<file path="src/rtl/me_pkg.sv">
// Shared types and widths for the motion-vector decision block.
// Optional feature: define SAD_REPORT_EN to expose the best SAD on the result bus.
package me_pkg;

    localparam int SAD_W  = 16;
    localparam int ROW_W  = 7;
    localparam int COL_W  = 5;
    localparam int CB_NUM = 4;
    localparam int CB_W   = $clog2(CB_NUM);

    // Value an empty slot holds; any real sample compares as no worse.
    localparam logic [SAD_W-1:0] SAD_INIT = 16'hFFFF;

    typedef logic [CB_W-1:0] cb_t;

    typedef enum logic [1:0] {
        IDLE,
        COLLECT,
        EMIT
    } state_t;

endpackage

</file>
<file path="src/rtl/me_mv_decision_if.sv">
// SAD sample input bus and result output bus of me_mv_decision.
// Optional feature: SAD_REPORT_EN adds result_sad to the result bus.
interface me_mv_decision_if;
    import me_pkg::*;

    logic             frame_start;
    logic             frame_done;
    logic             sad_valid;
    cb_t              sad_cb;
    logic [SAD_W-1:0] sad_value;
    logic [ROW_W-1:0] sad_row;
    logic [COL_W-1:0] sad_col;

    logic             busy;
    logic             result_valid;
    logic             result_ready;
    cb_t              result_cb;
    logic [ROW_W-1:0] result_row;
    logic [COL_W-1:0] result_col;
    logic             result_hit;
`ifdef SAD_REPORT_EN
    logic [SAD_W-1:0] result_sad;
`endif

    // Producer of samples and consumer of results.
    modport master (
        output frame_start, frame_done, sad_valid, sad_cb, sad_value, sad_row, sad_col,
        output result_ready,
`ifdef SAD_REPORT_EN
        input  result_sad,
`endif
        input  busy, result_valid, result_cb, result_row, result_col, result_hit
    );

    // The decision block itself.
    modport slave (
        input  frame_start, frame_done, sad_valid, sad_cb, sad_value, sad_row, sad_col,
        input  result_ready,
`ifdef SAD_REPORT_EN
        output result_sad,
`endif
        output busy, result_valid, result_cb, result_row, result_col, result_hit
    );

endinterface

</file>
<file path="src/rtl/me_min_slot.sv">
// One compare/update slot: keeps the lowest SAD seen for a sub-block and
// the row/column where it occurred. Earlier candidates win ties.
// Optional feature: SAD_REPORT_EN exposes the stored SAD on port sad.
module me_min_slot
    import me_pkg::*;
(
    input  logic             clk,
    input  logic             rst,
    input  logic             clear,
    input  logic             update,
    input  logic [SAD_W-1:0] cand_sad,
    input  logic [ROW_W-1:0] cand_row,
    input  logic [COL_W-1:0] cand_col,
`ifdef SAD_REPORT_EN
    output logic [SAD_W-1:0] sad,
`endif
    output logic [ROW_W-1:0] row,
    output logic [COL_W-1:0] col,
    output logic             hit
);

    logic [SAD_W-1:0] stored_sad;

    // Track the running minimum; the first sample always lands, even at SAD_INIT.
    always_ff @(posedge clk) begin
        // NOTE: registers take <= so every slot samples pre-edge values together.
        if (rst || clear) begin
            // NOTE: the storage is reset explicitly; an empty slot must read as
            // "no hit, row 0, col 0, SAD_INIT", not whatever the last frame left.
            stored_sad <= SAD_INIT;
            row        <= '0;
            col        <= '0;
            hit        <= 1'b0;
        end else if (update) begin
            hit <= 1'b1;
            if (!hit || (cand_sad < stored_sad)) begin
                stored_sad <= cand_sad;
                row        <= cand_row;
                col        <= cand_col;
            end
        end
    end

`ifdef SAD_REPORT_EN
    assign sad = stored_sad;
`endif

endmodule

</file>
<file path="src/rtl/me_mv_decision.sv">
// Motion-vector decision: collects SAD samples for four coding sub-blocks
// during a search window, then emits the best candidate per sub-block in
// order CB0..CB3 over a valid/ready handshake.
// Optional feature: SAD_REPORT_EN adds result_sad (best SAD of the sub-block).
module me_mv_decision
    import me_pkg::*;
(
    input  logic              clk,
    input  logic              rst,
    me_mv_decision_if.slave   bus
);

    state_t state, state_next;
    logic   valid, valid_next;
    cb_t    cb, cb_next;
    logic   clear_all;
    logic   sample_en;

    logic [ROW_W-1:0] slot_row [CB_NUM];
    logic [COL_W-1:0] slot_col [CB_NUM];
    logic             slot_hit [CB_NUM];
`ifdef SAD_REPORT_EN
    logic [SAD_W-1:0] slot_sad [CB_NUM];
`endif

    for (genvar g = 0; g < CB_NUM; g++) begin : g_slot
        me_min_slot u_slot (
            .clk      (clk),
            .rst      (rst),
            .clear    (clear_all),
            .update   (sample_en && (bus.sad_cb == cb_t'(g))),
            .cand_sad (bus.sad_value),
            .cand_row (bus.sad_row),
            .cand_col (bus.sad_col),
`ifdef SAD_REPORT_EN
            .sad      (slot_sad[g]),
`endif
            .row      (slot_row[g]),
            .col      (slot_col[g]),
            .hit      (slot_hit[g])
        );
    end

    // Next-state, emission sequencing and slot strobes.
    always_comb begin
        // NOTE: every output gets a default first so no path leaves a latch.
        state_next = state;
        valid_next = valid;
        cb_next    = cb;
        clear_all  = 1'b0;
        sample_en  = 1'b0;

        if (bus.frame_start) begin
            // A new window wins over everything else, including a pending result.
            clear_all  = 1'b1;
            state_next = COLLECT;
            valid_next = 1'b0;
            cb_next    = '0;
        end else begin
            unique case (state)
                IDLE: ;
                COLLECT: begin
                    sample_en = bus.sad_valid;
                    if (bus.frame_done) begin
                        state_next = EMIT;
                        valid_next = 1'b0;
                        cb_next    = '0;
                    end
                end
                EMIT: begin
                    if (!valid) begin
                        valid_next = 1'b1;
                    end else if (bus.result_ready) begin
                        if (cb == cb_t'(CB_NUM - 1)) begin
                            valid_next = 1'b0;
                            cb_next    = '0;
                            state_next = IDLE;
                        end else begin
                            cb_next = cb + cb_t'(1);
                        end
                    end
                end
                default: state_next = IDLE;
            endcase
        end
    end

    // State and result-pointer registers.
    always_ff @(posedge clk) begin
        if (rst) begin
            state <= IDLE;
            valid <= 1'b0;
            cb    <= '0;
        end else begin
            state <= state_next;
            valid <= valid_next;
            cb    <= cb_next;
        end
    end

    assign bus.busy         = (state != IDLE);
    assign bus.result_valid = valid;
    assign bus.result_cb    = cb;
    assign bus.result_row   = slot_row[cb];
    assign bus.result_col   = slot_col[cb];
    assign bus.result_hit   = slot_hit[cb];
`ifdef SAD_REPORT_EN
    assign bus.result_sad   = slot_sad[cb];
`endif

endmodule

</file>
<file path="src/flat_wrapper.sv">
// flat-port wrapper written by rule: the top's interface ports become plain ports
module me_mv_decision_flat import me_pkg::*;
  (clk, rst, bus_frame_start, bus_frame_done, bus_sad_valid, bus_sad_cb, bus_sad_value, bus_sad_row, bus_sad_col, bus_result_ready, bus_busy, bus_result_valid, bus_result_cb, bus_result_row, bus_result_col, bus_result_hit);
  me_mv_decision_if bus_i ();
  input  logic clk;
  input  logic rst;
  input wire logic [$bits(bus_i.frame_start)-1:0] bus_frame_start;
  input wire logic [$bits(bus_i.frame_done)-1:0] bus_frame_done;
  input wire logic [$bits(bus_i.sad_valid)-1:0] bus_sad_valid;
  input wire logic [$bits(bus_i.sad_cb)-1:0] bus_sad_cb;
  input wire logic [$bits(bus_i.sad_value)-1:0] bus_sad_value;
  input wire logic [$bits(bus_i.sad_row)-1:0] bus_sad_row;
  input wire logic [$bits(bus_i.sad_col)-1:0] bus_sad_col;
  input wire logic [$bits(bus_i.result_ready)-1:0] bus_result_ready;
  output wire logic [$bits(bus_i.busy)-1:0] bus_busy;
  output wire logic [$bits(bus_i.result_valid)-1:0] bus_result_valid;
  output wire logic [$bits(bus_i.result_cb)-1:0] bus_result_cb;
  output wire logic [$bits(bus_i.result_row)-1:0] bus_result_row;
  output wire logic [$bits(bus_i.result_col)-1:0] bus_result_col;
  output wire logic [$bits(bus_i.result_hit)-1:0] bus_result_hit;
  assign bus_i.frame_start = bus_frame_start;
  assign bus_i.frame_done = bus_frame_done;
  assign bus_i.sad_valid = bus_sad_valid;
  assign bus_i.sad_cb = bus_sad_cb;
  assign bus_i.sad_value = bus_sad_value;
  assign bus_i.sad_row = bus_sad_row;
  assign bus_i.sad_col = bus_sad_col;
  assign bus_i.result_ready = bus_result_ready;
  assign bus_busy = bus_i.busy;
  assign bus_result_valid = bus_i.result_valid;
  assign bus_result_cb = bus_i.result_cb;
  assign bus_result_row = bus_i.result_row;
  assign bus_result_col = bus_i.result_col;
  assign bus_result_hit = bus_i.result_hit;
  me_mv_decision u_core (.clk(clk), .rst(rst), .bus(bus_i));
endmodule
</file>
<file path="config.mk">
export PLATFORM = sky130hd
export DESIGN_NAME = me_mv_decision_flat
export DESIGN_NICKNAME = d
export VERILOG_FILES = /design/src/rtl/me_pkg.sv /design/src/rtl/me_mv_decision_if.sv /design/src/rtl/me_min_slot.sv /design/src/rtl/me_mv_decision.sv /design/src/flat_wrapper.sv
export SDC_FILE = /design/constraint.sdc
export NUM_CORES = 1
export LEC_CHECK = 0
export CAP_MARGIN = 20
export CORE_ASPECT_RATIO = 1.4
export CORE_MARGIN = 1
export CORE_UTILIZATION = 38
export DETAILED_ROUTE_END_ITERATION = 7
export GPL_TIMING_DRIVEN = 0
export PLACE_DENSITY_LB_ADDON = 0.2
export SLEW_MARGIN = 25
export SYNTH_ARGS = -nofsm -noshare
export SYNTH_HDL_FRONTEND = slang
export SYNTH_SLANG_ARGS = --single-unit
</file>
<file path="constraint.sdc">
create_clock -name clk -period 2.3 [get_ports clk]
set_input_delay 0.23 -clock clk [delete_from_list [all_inputs] [get_ports clk]]
set_output_delay 0.23 -clock clk [all_outputs]
set_load 0.01 [all_outputs]
</file>
==> results of run 1 <==
-- cells in the final DEF (no fill, tap or decap), types with 2 or more instances in the layout --
cell / n
inv_1: 63
clkbuf_1: 17
clkinvlp_4: 2
o21ai_0: 4
buf_6: 6
a21oi_2: 3
buf_8: 2
buf_4: 8
nor2_1: 101
bufinv_16: 3
clkinv_2: 2
ha_1: 55
clkbuf_16: 21
nor3_1: 3
nand2b_1: 4
inv_2: 2
or2_2: 2
ha_4: 6
a21oi_1: 17
mux2i_1: 112
nand2_1: 70
dfxtp_2: 8
buf_12: 10
mux4_2: 13
nor2_2: 2
nand4_1: 17
o22ai_1: 4
nand3_1: 7
a2bb2oi_2: 2
a21o_1: 9
dfxtp_1: 113
clkbuf_8: 6
clkdlybuf4s50_1: 33
a211oi_1: 4
dlygate4sd2_1: 19
nor3_2: 2
nand4b_1: 3
-- metrics by stage --
step                      hold slack [ns]  area, um^2  util, %  setup TNS, ns  instances
after floorplan                     0.302        6330        -              0        674
after global placement              0.441        7100     43.7         -68.10        925
after detailed placement            0.453        7100     43.7         -72.78        925
after CTS                           0.386        7940     48.9              0        967
after global routing                0.405        8210     50.5          -4.00        972
final                               0.404        8210     50.5          -1.29        972
-- timing repair --
item | in CTS | in global routing
cloned | 0 | 4
endpoints found under the setup margin | 109 | 108
setup buffers | 12 | 1
pin swaps | 8 | 10
hold buffers | 0 | 0
gates resized for setup | 50 | 32
-- path summary, 6_finish.rpt --
kind / end / slack, ns / cells past startpoint
worst min-delay path: u_core.state[0] / 0.40 / 2
worst max register to register: u_core.g_slot[3].u_slot.stored_sad[7] / -0.06 / 10
worst min register to register: u_core.g_slot[3].u_slot.row[1] / 0.46 / 2
worst max-delay path: u_core.g_slot[3].u_slot.stored_sad[7] / -0.06 / 10
-- cells by family (layout without fill, tap and decap cells) --
group	Yosys count	count (layout)	share of synthesized area, %
buffers and inverters	97	196	7.13
DFF	121	121	38.3
muxes	126	126	22.5
AOI/OAI and AO/OA	51	51	5.26
and+or+nand+nor	218	218	14.8
adders and majority gates	61	61	12.1
-- per-layer routing --
layer  global-route usage, %  up-vias
met1                    21.9     2404
met3                    3.96       32
li1                        -     2489
met4                    9.07        0
met5                       0        -
met2                    37.2      106
-- worst max-delay path, stage by stage, from the launching register on --
cell and delay (ns):
dfxtp_2 0.32, inv_1 0.06, ha_4 0.28, nand4_1 0.15, nor2_2 0.17, nand4_1 0.24
a31oi_2 0.32, a2bb2oi_2 0.19, buf_6 0.20, buf_12 0.15, mux2i_1 0.20
-- flip-flops by register name, summed over array words and instances, names as in the netlist --
signal and cells:
u_core.bus.result_cb 2, u_core.bus.result_valid 1, u_core.g_slot.u_slot.col 20, u_core.g_slot.u_slot.hit 4
u_core.g_slot.u_slot.row 28, u_core.g_slot.u_slot.stored_sad 64, u_core.state 2
-- area by class of cell --
cell class	count	area (um^2)	area share [%]
inverters	65	244	2.97
flip-flops and latches	121	2430	29.6
clock buffers	23	498	6.07
clock inverters	7	115	1.40
multi-input cells	456	3630	44.2
well taps	199	249	3.03
plain buffers	32	307	3.74
repair buffers	69	734	8.95
-- power groups by stage --
| stage | sequential, W | clock [W] | combinational, W |
|---|---|---|---|
| finish | 0.00212 | 0.00277 | 0.000379 |
| global route | 0.00212 | 0.00289 | 0.000412 |
| CTS | 0.00212 | 0.00280 | 0.000357 |
| detailed placement | 0.00216 | 0 | 0.000345 |
| global placement | 0.00216 | 0 | 0.000337 |
| floorplan | 0.00216 | 0 | 0.000182 |
==> flow_summary.json, run 1 <==
{
  "outcome": "complete, but fails checks",
  "failed_checks": "DRC, setup timing",
  "die_w_um": 111,
  "nets": 859,
  "synth_common_cells": "dfxtp_1, mux2i_1, nor2_1, nand2_1, inv_1",
  "cap_violations": 0,
  "wl_met3_um": 608,
  "leakage_nw": 4.47,
  "netlist_area_mm2": 0.00633,
  "synthTopCellsByArea": "dfxtp_1, mux2i_1, ha_1, nor2_1, mux4_2",
  "clock-root-buffer": "clkbuf_16",
  "p_per_area_mw_per_mm2": 642,
  "worstMarginPinSlew_ns": 0.689,
  "drt-met1-wl_mm": 7.08,
  "io_buffer_count": 52,
  "setup_viol": 44,
  "hold_path_class": "in2reg",
  "p_int_w": 0.00411,
  "avgViaCountPerCell": 5.18,
  "clockPowerShare_pct": 52.6,
  "vias": 5031,
  "std_cell_rows": 55,
  "hpwl_mm": 12.1,
  "min_from": "rst",
  "drt-total-wl_mm": 16.8,
  "synthArstFlopShare_pct": 0,
  "swShare_pct": 22.0,
  "cts_max_level": 4,
  "start_kind": "flop",
  "n_fill_cell": 1494,
  "yosysMostFrequentCell": "dfxtp_1",
  "finalHoldViolCount": 0,
  "fp.coreArea_mm2": 0.0162,
  "area_growth_pct": 29.6,
  "ant_nets": 0,
  "required_ns": 2.63,
  "synth-edff-count": 0,
  "seqPwrFrac_pct": 40.2,
  "syn-num-nets": 771,
  "cts_tree": "yes",
  "clkLatencyLatePin_ns": 0.41,
  "synth_largest_area_cell": "dfxtp_1",
  "reg2reg_from": "u_core.g_slot[3].u_slot.stored_sad[15]",
  "clockBufferDepth": 2,
  "cts.sinks": 121,
  "synth_top_area_share_pct": 38.3,
  "grt_overflow": 0,
  "layout-drive-gt1-share_pct": 14.2,
  "layout_min_cycle_time_ns": 2.36,
  "arrival_ns": 2.69,
  "worst_slack_ns": -0.0596,
  "drc": 10,
  "cp-startpoint": "u_core.g_slot[3].u_slot.stored_sad[15]",
  "syn-mean-instance-area_um2": 9.40,
  "fmax_mhz": 424,
  "ys_ff_latch": 121,
  "endpoint_kind": "flop",
  "highest_layer": "met4",
  "fin_skew_ns": 0.00799,
  "grt_use_total_pct": 20.0,
  "cts_buffers": 17,
  "detail_route.first_pass.iterations": 6,
  "chipHeight_um": 155,
  "grt_pass1_wl_mm": 26.5,
  "dr.first_iter.drc_count": 254,
  "grt_start_max_net_pins": 17,
  "fin_crit_sh_pct": 103,
  "crit_type": "reg2reg",
  "initial_core_util_pct": 39.0,
  "cp_max_fo": 6,
  "ys_warn_count": 0,
  "grt_pass1_vias": 5333,
  "yosys_most_used_dff": "dfxtp_1",
  "grt_setup_unrepaired": "true",
  "ir_drop_mv": 0.412,
  "slew_headroom_pct": 54.1,
  "wl_met2_mm": 8.57,
  "netlist_instances": 674,
  "combPwrFrac_pct": 7.2,
  "ios": 53,
  "place_ws_ns": -0.965,
  "avgRoutedWirePerCell_um": 17.3,
  "clkSlewWorstSetupHoldPaths_ns": 0.06,
  "n_antenna_cell": 0,
  "power_w": 0.00527,
  "ys_types": 37,
  "seq_area_frac_synth_pct": 38.3,
  "gp_congestion": 0.814,
  "antenna_found_initial": 0,
  "power_switching_w": 0.00116,
  "maxSlewViolCount": 0,
  "die_area_mm2": 0.0172
}
No activity file was read; power rests on OpenSTA's default activity.
==> run 2: changes to the inputs <==
--- a/config.mk
+++ b/config.mk
@@ -12,6 +12,7 @@
 export DETAILED_ROUTE_END_ITERATION = 7
 export GPL_TIMING_DRIVEN = 0
 export PLACE_DENSITY_LB_ADDON = 0.2
+export SKIP_CTS_REPAIR_TIMING = 1
 export SLEW_MARGIN = 25
 export SYNTH_ARGS = -nofsm -noshare
 export SYNTH_HDL_FRONTEND = slang
==> flow_summary.json, run 2 (same netlist as run 1, synthesis figures left out) <==
{
  "cpMostUsedCell": "nand4_1",
  "top_register": "u_core.g_slot.u_slot.stored_sad",
  "multi_input_area_mm2": 0.00369,
  "n_antenna_cell": 0,
  "grt_pass1_wl_mm": 26.0,
  "area_growth_pct": 31.5,
  "fin_skew_ns": 0.00945,
  "arrival_ns": 2.67,
  "crit_path_max_incr_delay_ns": 0.33,
  "worstPathCellList": "inv_2, ha_4, nand4_1, nor2_2, nand4_1, a31oi_2, a2bb2oi_2, buf_6, buf_12, mux2i_2",
  "crit_type": "reg2reg",
  "drt-total-wl_mm": 16.8,
  "worst_slack_ns": -0.0374,
  "cap_violations": 0,
  "failed_checks": "DRC, setup timing",
  "fp.coreArea_mm2": 0.0162,
  "met1_usage_pct": 21.7,
  "std_cell_rows": 55,
  "grt_use_total_pct": 19.6,
  "start_kind": "flop",
  "hpwl_mm": 12.1,
  "required_ns": 2.63,
  "setup_viol": 16,
  "clockBufferDepth": 2,
  "grt_start_max_net_pins": 17,
  "place_ws_ns": -0.965,
  "p_per_area_mw_per_mm2": 633,
  "critPathBufInv": 3,
  "chipHeight_um": 155,
  "tns_ns": -0.279,
  "utilization_pct": 51.3,
  "vias": 5034,
  "outcome": "complete, but fails checks",
  "final_common_cell": "dfxtp_1",
  "largest_register_ffs": 64,
  "avgViaCountPerCell": 5.18,
  "cp_max_fo": 8,
  "slew_headroom_pct": 53.1,
  "register_area_mm2": 0.00243,
  "clkSlewWorstSetupHoldPaths_ns": 0.06,
  "drc": 10,
  "cts.sinks": 121,
  "grt_pass1_vias": 5208,
  "layout-drive-gt1-share_pct": 15.5,
  "dr.first_iter.drc_count": 225,
  "initial_core_util_pct": 39.0,
  "layout_min_cycle_time_ns": 2.34,
  "fin_crit_sh_pct": 102,
  "clkLatencyLatePin_ns": 0.41,
  "power_w": 0.00527,
  "ir_drop_mv": 0.411,
  "die_area_mm2": 0.0172,
  "endpoint_kind": "flop",
  "maxSlewViolCount": 0,
  "slowest_stage": "dfxtp_2",
  "r2r_cells": 10,
  "detail_route.first_pass.iterations": 7,
  "avgRoutedWirePerCell_um": 17.3,
  "ant_nets": 0,
  "cts_max_level": 4,
  "final_cell_mix": "dfxtp_1, mux2i_1, nor2_1",
  "antenna_found_initial": 0,
  "place_inst": 925,
  "finalHoldViolCount": 0,
  "fmax_mhz": 428,
  "io_buffer_count": 52,
  "grt-busiest-layer": "met2",
  "worstMarginPinSlew_ns": 0.703,
  "grtUsageMet3_pct": 4.08,
  "stdcell_count": 971,
  "ios": 53,
  "grt_setup_unrepaired": "true",
  "n_fill_cell": 1474,
  "cts_tree": "yes",
  "min_path_cells": 2,
  "cts_buffers": 17,
  "leakage_nw": 4.58,
  "hold_path_class": "in2reg",
  "grt_overflow": 0,
  "clock-root-buffer": "clkbuf_16",
  "crit_family": "simple AND/OR/NAND/NOR gates",
  "nets": 858,
  "worst-path-stages": 10,
  "die_w_um": 111,
  "reg_top3": "u_core.g_slot.u_slot.stored_sad: 64 flops, u_core.g_slot.u_slot.row: 28 flops, u_core.g_slot.u_slot.col: 20 flops",
  "gp_congestion": 0.814,
  "met2_usage_pct": 36.4
}
## run 2: changes by cell type in the layout (fill, tap and decap cells not counted), moves of 2 or more
| cell | delta |
|---|---|
| dlygate4sd2_1 | -19 |
| buf_6 | +3 |
| clkdlybuf4s50_1 | +5 |
| ha_1 | -6 |
| dlymetal6s2s_1 | +14 |
| inv_1 | -2 |
| inv_2 | +2 |
| buf_4 | -2 |
| ha_4 | +6 |
## run 2: metal layers
layer	wire length, um	part of all wire (%)
met4	418	2.5
met3	750	4.5
met5	0	0
met2	8730	52
met1	6940	41
## run 2: through the flow
stage	hold WS (ns)	instance area [um^2]
after floorplan	0.302	6330
after global placement	0.441	7100
after detailed placement	0.453	7100
after CTS	0.386	7710
after global routing	0.405	8320
final	0.399	8320
## run 2: area by class of cell
type | instances | area share (%)
multi-input cells | 456 | 44.4
flip-flops and latches | 121 | 29.2
repair buffers | 68 | 9.33
clock buffers | 23 | 5.98
plain buffers | 32 | 3.76
well taps | 199 | 2.99
inverters | 65 | 2.93
clock inverters | 7 | 1.38
## run 2: worst paths after layout
path,from,endpoint,slack [ns]
worst max-delay path,u_core.g_slot[3].u_slot.stored_sad[15],u_core.g_slot[3].u_slot.stored_sad[9],-0.04
worst max register to register,u_core.g_slot[3].u_slot.stored_sad[15],u_core.g_slot[3].u_slot.stored_sad[9],-0.04
worst min register to register,u_core.g_slot[3].u_slot.row[1],u_core.g_slot[3].u_slot.row[1],0.46
worst min-delay path,rst,u_core.state[0],0.40
## run 2: power by group
group          internal [W]  switching (W)
Clock               0.00183       0.000931
Sequential          0.00211     0.00000765
Combinational      0.000173       0.000218
Total               0.00412        0.00116
==> run 3: changes to the inputs <==
--- a/config.mk
+++ b/config.mk
@@ -16,4 +16,5 @@
 export SLEW_MARGIN = 25
 export SYNTH_ARGS = -nofsm -noshare
 export SYNTH_HDL_FRONTEND = slang
+export SYNTH_HIERARCHICAL = 1
 export SYNTH_SLANG_ARGS = --single-unit
==> flow_summary.json, run 3 <==
{
  "avgViaCountPerCell": 4.83,
  "cts_max_level": 4,
  "arrival_ns": 1.99,
  "cts_tree": "yes",
  "drt-total-wl_mm": 16.9,
  "cts_buffers": 17,
  "die_w_um": 117,
  "n_antenna_cell": 0,
  "worstMarginPinSlew_ns": 0.651,
  "slowest_stage": "mux4_1",
  "std_cell_rows": 58,
  "avgRoutedWirePerCell_um": 15.2,
  "fin_skew_ns": 0.0110,
  "clkSlewWorstSetupHoldPaths_ns": 0.06,
  "yosysMostFrequentCell": "nor2_1",
  "antenna_found_initial": 0,
  "synthTopCellsByArea": "dfxtp_1, mux2i_1, ha_1, nor2_1, nand2_1",
  "ys_ff_latch": 121,
  "multi_input_area_mm2": 0.00403,
  "die_area_mm2": 0.0190,
  "ys_warn_count": 6,
  "initial_core_util_pct": 39.0,
  "hold_path_class": "in2reg",
  "crit_type": "reg2out",
  "fmax_mhz": 450,
  "clockBufferDepth": 2,
  "grt_setup_unrepaired": "true",
  "clock-root-buffer": "clkbuf_16",
  "seq_area_frac_synth_pct": 34.5,
  "crit_path_max_incr_delay_ns": 0.57,
  "endpoint_kind": "primary output",
  "finalHoldViolCount": 0,
  "min_path_cells": 3,
  "critPathBufInv": 2,
  "synth_common_cells": "nor2_1, dfxtp_1, mux2i_1, nand2_1, inv_1",
  "whs_endpoint": "u_core/g_slot[3].u_slot/stored_sad[14]",
  "crit_family": "buffers and inverters",
  "gp_congestion": 0.814,
  "cp_max_fo": 6,
  "ys_types": 36,
  "reg2reg_from": "u_core/state[1]",
  "n_fill_cell": 1806,
  "ios": 53,
  "setup_viol": 0,
  "reg2reg_to": "u_core/g_slot[0].u_slot/row[4]",
  "area_growth_pct": 22.7,
  "maxSlewViolCount": 0,
  "hold_ws_ns": 0.323,
  "layout_min_cycle_time_ns": 2.22,
  "final_common_cell": "nor2_1",
  "grt_use_total_pct": 19.1,
  "worst-path-stages": 3,
  "p_per_area_mw_per_mm2": 594,
  "grt_start_max_net_pins": 17,
  "leakage_nw": 3.93,
  "nets": 955,
  "top_register": "u_core/g_slot.u_slot/stored_sad",
  "cts.sinks": 121,
  "register_area_mm2": 0.00243,
  "required_ns": 2.07,
  "grt_pass1_vias": 5245,
  "netlist_area_mm2": 0.00702,
  "outcome": "completed",
  "hpwl_mm": 12.2,
  "io_buffer_count": 52,
  "layout-drive-gt1-share_pct": 12.4,
  "syn-mean-instance-area_um2": 9.08,
  "ant_nets": 0,
  "synth-edff-count": 0,
  "ir_drop_mv": 0.464,
  "fin_crit_sh_pct": 96.6,
  "clkLatencyLatePin_ns": 0.42,
  "vias": 5363,
  "final_cell_mix": "nor2_1, dfxtp_1, mux2i_1",
  "detail_route.first_pass.iterations": 4,
  "synth_top_area_share_pct": 34.5,
  "fp.coreArea_mm2": 0.0180,
  "power_w": 0.00511,
  "dr.first_iter.drc_count": 173,
  "slew_headroom_pct": 56.6,
  "min_from": "bus_sad_value[14]",
  "syn-num-nets": 870,
  "synth_largest_area_cell": "dfxtp_1",
  "grt_overflow": 0,
  "netlist_instances": 773,
  "synthArstFlopShare_pct": 0,
  "reg_top3": "u_core/g_slot.u_slot/stored_sad: 64 flops, u_core/g_slot.u_slot/row: 28 flops, u_core/g_slot.u_slot/col: 20 flops",
  "drc": 0,
  "utilization_pct": 47.8,
  "largest_register_ffs": 64,
  "cap_violations": 0,
  "start_kind": "flop",
  "r2r_setup_slack_ns": 0.09,
  "grt_pass1_wl_mm": 27.1,
  "r2r_cells": 9,
  "yosys_most_used_dff": "dfxtp_1",
  "chipHeight_um": 163,
  "worstPathCellList": "buf_6, mux4_1, clkdlybuf4s50_1"
}
## run 3: cell types whose count changed in the layout (fill, tap and decap cells not counted), moves of 7 or more
cell / change
ha_1: +12
inv_1: +9
a211oi_2: +12
clkbuf_1: +7
a21oi_1: +7
buf_4: +7
ha_4: -12
nor2_1: +43
nand4_1: -13
nand2_1: +36
o211ai_1: +7
## run 3: area by class of cell
cell class                      instances  share of cell area (%)
Buffer                                 39                    3.88
Clock buffer                           18                    5.10
Clock inverter                         14                    1.63
Sequential cell                       121                    28.2
Inverter                               70                    3.05
Tap cell                              240                    3.49
Timing Repair Buffer                   66                    7.85
Multi-Input combinational cell        543                    46.8
## run 3: report_power, final
group	internal (W)	switching [W]
Combinational	0.000155	0.000236
Sequential	0.00210	0.00000644
Clock	0.00154	0.00107
## run 3: layer usage
metal  vias to the layer above  part of all wire [%]  global-route usage, %
li1                       2775                     -                      -
met1                      2492                    44                   22.5
met2                        82                    52                   34.0
met3                        14                   2.7                   3.20
met4                         0                   1.5                   7.25
met5                         -                     0                      0
## run 3: worst register-to-register path, stage by stage, from the launching register on
cell      delay (ns)
dfxtp_1         0.36
and4bb_2        0.39
nor3b_4         0.23
inv_1           0.09
o21ai_2         0.18
a21oi_1         0.07
a211oi_2        0.25
buf_6           0.19
buf_12          0.17
mux2i_1         0.21
## run 3: cell families (layout without fill, tap and decap cells)
kind of cell | Yosys count | after routing | share of synthesized area [%]
AOI/OAI and AO/OA | 70 | 70 | 8.43
adders and majority gates | 61 | 61 | 10.9
buffers and inverters | 109 | 207 | 8.47
DFF | 121 | 121 | 34.5
muxes | 127 | 127 | 20.7
and+or+nand+nor | 285 | 285 | 17.0
## run 3: worst max-delay path by stage
stage | start | end | slack [ns]
after global placement | bus_frame_start | u_core/g_slot[0].u_slot/col[3] | -0.70
after detailed placement | bus_frame_start | u_core/g_slot[0].u_slot/row[4] | -0.74
final | u_core/bus.result_cb[0] | bus_result_col[3] | 0.08
after CTS | bus_frame_start | u_core/g_slot[0].u_slot/row[4] | -0.29
after floorplan | u_core/state[1] | u_core/g_slot[0].u_slot/stored_sad[0] | 0.34
after global routing | u_core/state[1] | u_core/g_slot[0].u_slot/stored_sad[6] | -0.03
## run 3: per-stage QoR
stage / worst slack, ns / cells / setup TNS (ns) / area (um^2)
finish: 0.0790 / 1111 / 0 / 8610
global route: -0.0339 / 1111 / -0.106 / 8610
detailed placement: -0.740 / 1065 / -62.35 / 7840
floorplan: 0.336 / 773 / 0 / 7020
CTS: -0.285 / 1097 / -15.10 / 8420
global placement: -0.700 / 1065 / -61.29 / 7840
